File: src/rtl/weight_pkg.sv
// weight_pkg: shared widths, per-layer depths and sequencer states for weight BRAM readers
package weight_pkg;
  localparam int DATA_W = 16;
  localparam int ADDR_W = 5;
  localparam int L1_DEPTH = 28;
  localparam int L2_DEPTH = 10;
  typedef enum logic [1:0] {IDLE, FETCH, DRAIN} state_t;
endpackage

File: src/rtl/weight_skid_fifo.sv
// weight_skid_fifo: 2-entry register FIFO, head always presented on the output
module weight_skid_fifo #(
  parameter int W = 22
) (
  input  logic         clk,
  input  logic         rst_n,
  input  logic         push,
  input  logic         pop,
  input  logic [W-1:0] din,
  output logic [1:0]   count,
  output logic [W-1:0] head
);
  logic [W-1:0] tail;
  always_ff @(posedge clk) begin
    if (!rst_n) begin
      count <= '0;
      head <= '0;
      tail <= '0;
    end else begin
      count <= count + 2'(push) - 2'(pop);
      if (pop && count == 2'd2) head <= tail;
      else if (push && (pop || count == 2'd0)) head <= din;
      if (push && (count - 2'(pop)) == 2'd1) tail <= din;
    end
  end
endmodule

File: src/rtl/weight_bram_reader.sv
// weight_bram_reader: walks a weight BRAM and streams its words over valid/ready
module weight_bram_reader #(
  parameter int DATA_W = weight_pkg::DATA_W,
  parameter int ADDR_W = weight_pkg::ADDR_W,
  parameter int DEPTH = weight_pkg::L1_DEPTH
) (
  input  logic              CLK,
  input  logic              RSTN,
  input  logic              START,
  output logic              BUSY,
  output logic              DONE,
  output logic [ADDR_W-1:0] ADDR,
  output logic              EN,
  output logic              WE,
  input  logic [DATA_W-1:0] DO_IN,
  output logic [DATA_W-1:0] W_DATA,
  output logic [ADDR_W-1:0] W_IDX,
  output logic              W_LAST,
  output logic              W_VALID,
  input  logic              W_READY
);
  import weight_pkg::*;
  localparam int W = DATA_W + ADDR_W + 1;
  localparam logic [ADDR_W-1:0] LAST_A = ADDR_W'(DEPTH - 1);
  state_t state, state_nxt;
  logic [ADDR_W-1:0] addr_nxt;
  logic [1:0] count;
  logic [W-1:0] head;
  logic inflight, issue, last_issue, pop;
  weight_skid_fifo #(.W(W)) u_fifo (
    .clk(CLK),
    .rst_n(RSTN),
    .push(inflight),
    .pop(pop),
    .din({DO_IN, ADDR, ADDR == LAST_A}),
    .count(count),
    .head(head)
  );
  always_comb begin
    pop = W_VALID & W_READY;
    addr_nxt = (state == IDLE) ? '0 : ADDR + 1'b1;
    issue = ((state == FETCH) || (state == IDLE && START)) &&
            (({1'b0, count} + 3'(inflight) - 3'(pop)) < 3'd2);
    last_issue = issue && addr_nxt == LAST_A;
  end
  always_ff @(posedge CLK) begin
    if (!RSTN) state <= IDLE;
    else state <= state_nxt;
  end
  always_comb begin
    state_nxt = (state == IDLE && START) ? (last_issue ? DRAIN : FETCH) :
                (state == FETCH && last_issue) ? DRAIN :
                (state == DRAIN && pop && W_LAST) ? IDLE : state;
  end
  always_comb begin
    BUSY = state != IDLE;
    WE = 1'b0;
    W_VALID = count != 2'd0;
    {W_DATA, W_IDX, W_LAST} = head;
  end
  always_ff @(posedge CLK) begin
    if (!RSTN) begin
      ADDR <= '0;
      EN <= 1'b0;
      inflight <= 1'b0;
      DONE <= 1'b0;
    end else begin
      EN <= issue;
      inflight <= issue;
      DONE <= state == DRAIN && pop && W_LAST;
      if (issue) ADDR <= addr_nxt;
    end
  end
endmodule

File: config.mk
export PLATFORM = sky130hd
export DESIGN_NAME = weight_bram_reader
export DESIGN_NICKNAME = d
export VERILOG_FILES = /design/src/rtl/weight_pkg.sv /design/src/rtl/weight_skid_fifo.sv /design/src/rtl/weight_bram_reader.sv
export SDC_FILE = /design/constraint.sdc
export NUM_CORES = 1
export LEC_CHECK = 0
export CORE_MARGIN = 10
export CORE_UTILIZATION = 26
export CTS_BUF_LIST = sky130_fd_sc_hd__clkbuf_2 sky130_fd_sc_hd__clkbuf_4 sky130_fd_sc_hd__clkbuf_8
export CTS_CLUSTER_DIAMETER = 40
export DETAILED_ROUTE_END_ITERATION = 7
export PLACE_DENSITY = 0.54
export SKIP_LAST_GASP = 1
export SLEW_MARGIN = 20
export SYNTH_ARGS = -nofsm -noshare
export SYNTH_HDL_FRONTEND = slang
export SYNTH_SLANG_ARGS = --single-unit
File: constraint.sdc
create_clock -name CLK -period 3.54 [get_ports CLK]
set_input_delay 0.708 -clock CLK [delete_from_list [all_inputs] [get_ports CLK]]
set_output_delay 0.708 -clock CLK [all_outputs]
set_load 0.03 [all_outputs]
# After elaboration in Yosys (flattened, before gate mapping)
# Cells that the tools add are included.
# totals
word_cells	45
in_bits	20
output_inout_bits	32
regBits	55
# classes
magnitude_cmp	1
bitwise_logic	1
eq_ne	6
n_addsub	6
n_mux	7
reduce_logical	17
# ops
operator	count
$mux W22	2
$eq A5 B5 Y1 const B	2
$logic_and A1 B1 Y1	9
$mux W2	4
$reduce_bool A2 Y1	3
$add A5 B1 Y5 const B	1
$mux W5	1
$eq A2 B1 Y1 const B	2
$eq A2 B2 Y1 const B	2
$logic_not A2 Y1	2
$sub A2 B1 Y2	2
$add A2 B1 Y3	1
$lt A3 B2 Y1 const B	1
$reduce_bool A3 Y1	1
$sub A3 B1 Y3	1
$add A2 B1 Y2	1
$logic_or A1 B1 Y1	2
$and A1 B1 Y1	1

# Longest topological paths before layout
# logic_depth
ltp_word	9
ltp_mapped	10
mapped_depth_nobuf	8

# Cells and area by module
# From an unflattened synthesis, not the netlist that was laid out.
# unflattened
cells_unflattened	300
hier_area_um2	2733.9
# by_module_without_submodules
module	area_each_um2	cells_each	n_inst
weight_skid_fifo	2162.1	236	1
weight_bram_reader	571.8	64	1

# Least setup slack after synthesis
# OpenSTA, ideal clock, no wires.
# synth_path
path_type	input port to flip-flop
start	input port W_READY
end	register state[0]
arrival_time_ns	2.809
slack_ns	0.610
t_required_ns	3.418
cell_stages	10
setup_ns	0.122
path_cell_list	nand3b_1 -> clkbuf_1 -> buf_2 -> nand2_1 -> ha_1 -> inv_1 -> fa_1 -> xor2_2 -> or3_4 -> o311a_1
# synth_between
elab_chain_len	8
# synth_rtl
element	line_no	text
from (decl)	weight_bram_reader.sv:20	input logic W_READY
$and A1 B1 Y1 *	weight_bram_reader.sv:40	pop = W_VALID & W_READY;
$sub A3 B1 Y3	weight_bram_reader.sv:43	(({1'b0, count} + 3'(inflight) - 3'(pop)) < 3'd2);
$lt A3 B2 Y1	weight_bram_reader.sv:43	
$logic_and A1 B1 Y1	weight_bram_reader.sv:42	issue = ((state == FETCH) || (state == IDLE && START)) &&
$logic_and A1 B1 Y1	weight_bram_reader.sv:44	last_issue = issue && addr_nxt == LAST_A;
$logic_and A1 B1 Y1	weight_bram_reader.sv:52	(state == FETCH && last_issue) ? DRAIN :
$mux W2	weight_bram_reader.sv:52	
$mux W2	weight_bram_reader.sv:51	state_nxt = (state == IDLE && START) ? (last_issue ? DRAIN : FETCH) :
to (signal assigned)	weight_bram_reader.sv:48	else state <= state_nxt;
to (decl)	weight_bram_reader.sv:25	state_t state, state_nxt;
# Mark *: on every way between the ends. The rest lies on a longest branch, timed or not.
# A chain may end at the register's enable or synchronous reset.

# Final worst setup path
# Same ends and word-level chain as after synthesis.

==> results.cfg <==
[grt]
antenna_found_initial = 0
grt_max_degree = 62
grt_usage_pct = 9.803
grt_pass1_vias = 2196
grt_pass1_wl_mm = 11.47
grt_overflow_total = 0

[logic_synthesis]
synth_edf_count = 0
post_synth_instance_area_sq_um = 2552
synth_top_cell_by_area = dfxtp_1
synth_ff_type = dfxtp_1
synth.most_common_cell = dfxtp_1
ys_ff_latch = 55
synthTopCellsByArea = dfxtp_1 43%, o21ai_0 8.8%, mux2i_1 8.2%
synth_top_area_share_pct = 43.14
syn_area_per_cell_sq_um = 8.480
ys_seq_area_share_pct = 43.14
syn_nets = 325
async_flop_share_pct = 0
yosys-top-cells-count = 55 x dfxtp_1, 46 x nand2_1, 45 x o21ai_0
syn_inst = 301
synth_cell_types = 41
yosys_warnings = 0

[placed_design]
dpl.hpwl_mm = 4.588
port-buffer-count = 50
place.gp.congestion = 0.7970
place_inst = 458
dp_slack_ns = 0.2669

[timing]
setup_slack_ns = 0.5909
skew_ns = 0.009389
min_period_over_period_pct = 83.31
fmax_mhz = 339.1
grt_setup_unrepaired = no
min_period_ns = 2.949
fin_tns_setup_ns = 0
maxSlewHeadroom_pct = 32.41
setup_viol = 0
drv_slew = 0
hold_viol_final = 0
tightest_slew_ns = 1.013

[critical_path]
worstSetupStartpointType = input pin
reg2reg_depth = 8
crit_type = in2reg
worstPathMaxFanout = 6
cp.required_ns = 3.75
arrival_ns = 3.16
crit_path_end_kind = flop

[clock_tree]
cts_buffers = 5
clock_sinks = 55
cts_resized = 0
cts_tree = yes
ctsHoldBuffers = 0
cts_buffer_depth = 2
clock_latency_ns = 0.31
clkTransAtPathRegs_ns = 0.10
cts_root_buffer = clkbuf_8
h-tree-depth = 2
cts_setup_buffers = 0

[floorplanning]
die_h_um = 119.1
core_area_sq_um = 9684
die-area_sq_um = 14180
initial_core_util_pct = 26.36
std_cell_rows = 36
ios = 52
die_x_um = 119.1

[route]
wl_met3_um = 289
dr_total_vias = 2232
drc = 0
m1WireLength_mm = 3.234
postRouteAntennaNets = 0
drt-initial-drc-count = 152
wire_per_inst_um = 15.05
wirelength_mm = 7.012
via_per_inst = 4.790
met2WireLength_mm = 3.322
drt_pass1_iterations = 4
maxUsedRoutingLayer = met4

[power_and_ir_drop]
power.net_switching_w = 0.0005834
power_density_nw_per_um2 = 519.1
intPower_w = 0.001090
p_sw_share_pct = 34.86
combPwrFrac_pct = 31.4
finalPower_w = 0.001674
clockPowerShare_pct = 25.4
leakagePower_nw = 1.092
p_seq_share_pct = 43.3
vdd_drop_max_v = 0.0001754

[cells_and_area]
area_delta_synth_final_pct = 26.32
layout.nets = 356
finalNonFillerCells = 466
drive_gt1_share_pct = 6.907
fillers = 1006
antenna_cells = 0

[worst_hold_path]
hp-class = reg2reg
holdPathStages = 2

[run]
cap_viol_max_count = 0

[run_status]
status = completed
-- flip-flops by register name, indices dropped and copies added (netlist names) --
name,count
ADDR,5
DONE,1
inflight,1
state,2
u_fifo.count,2
u_fifo.head,22
u_fifo.tail,22
-- routing by layer --
layer,global-route usage [%],vias to the layer above
li1,-,1118
met1,11.58,1047
met2,16.53,55
met3,2.173,12
met4,4.580,0
met5,0,-
-- power by group through the flow --
stage / Sequential, W / Clock [W] / Combinational, W
floorplan: 0.000815 / 0 / 0.000246
global placement: 0.000739 / 0 / 0.000527
detailed placement: 0.000739 / 0 / 0.000531
CTS: 0.000726 / 0.000441 / 0.000531
global route: 0.000735 / 0.000465 / 0.000570
finish: 0.000724 / 0.000425 / 0.000525
-- cell usage in the layout (no fill, tap or decap), types with 2 or more instances in the layout --
cell type / n
a21oi_1: 2
a31oi_1: 25
and3b_1: 2
buf_4: 5
clkbuf_8: 5
clkdlybuf4s50_1: 49
dfxtp_1: 55
ha_1: 3
inv_1: 7
mux2i_1: 21
nand2_1: 46
nand2b_1: 3
nand3_1: 24
nand3b_1: 2
nand4b_1: 2
nor2_1: 4
o21ai_0: 45
o31ai_1: 3
or3_1: 3
-- area by class of cell --
class / count / area [sq um] / area share (%)
clock buffer: 5 / 68.82 / 2.134
timing repair buffer: 55 / 533.0 / 16.53
inverter: 7 / 26.28 / 0.8149
tap: 133 / 166.4 / 5.161
clock inverter: 3 / 43.79 / 1.358
multi-input combinational: 208 / 1285 / 39.85
sequential: 55 / 1101 / 34.15
-- path summary, 6_finish.rpt --
kind | start | to | slack [ns]
max | W_READY | state[0]$_SDFFE_PN0P_ | 0.59
min | u_fifo.tail[19]$_SDFFE_PN0P_ | u_fifo.tail[19]$_SDFFE_PN0P_ | 0.46
max reg2reg | u_fifo.count[1]$_SDFF_PN0_ | state[0]$_SDFFE_PN0P_ | 0.97
min reg2reg | u_fifo.tail[19]$_SDFFE_PN0P_ | u_fifo.tail[19]$_SDFFE_PN0P_ | 0.46
-- worst max-delay path, stage by stage --
cell	delay, ns
clkdlybuf4s50_1	0.47
nand2b_1	0.25
nand2_1	0.11
ha_1	0.14
inv_1	0.05
fa_1	0.52
nand2b_1	0.17
or3_4	0.42
o311a_1	0.33
-- metrics by stage --
| stage | area, sq um | utilization [%] | hold WS (ns) |
|---|---|---|---|
| CTS | 3224 | 33.29 | 0.4622 |
| floorplan | 2552 | - | 0.4316 |
| detailed placement | 3112 | 32.13 | 0.4433 |
| finish | 3224 | 33.29 | 0.4586 |
| global route | 3224 | 33.29 | 0.4799 |
| global placement | 3112 | 32.13 | 0.4394 |
-- logic make-up after synthesis --
logic type	Yosys count	share of synthesized area, %
other	1	0.1469
and+or+nand+nor	93	17.65
adders and majority gates	4	2.255
buffers and inverters	38	6.961
AOI/OAI and AO/OA	87	20.64
DFF	55	43.14
xor gates and xnor gates	2	0.9806
muxes	21	8.235
(Power assumes the default switching activity.)
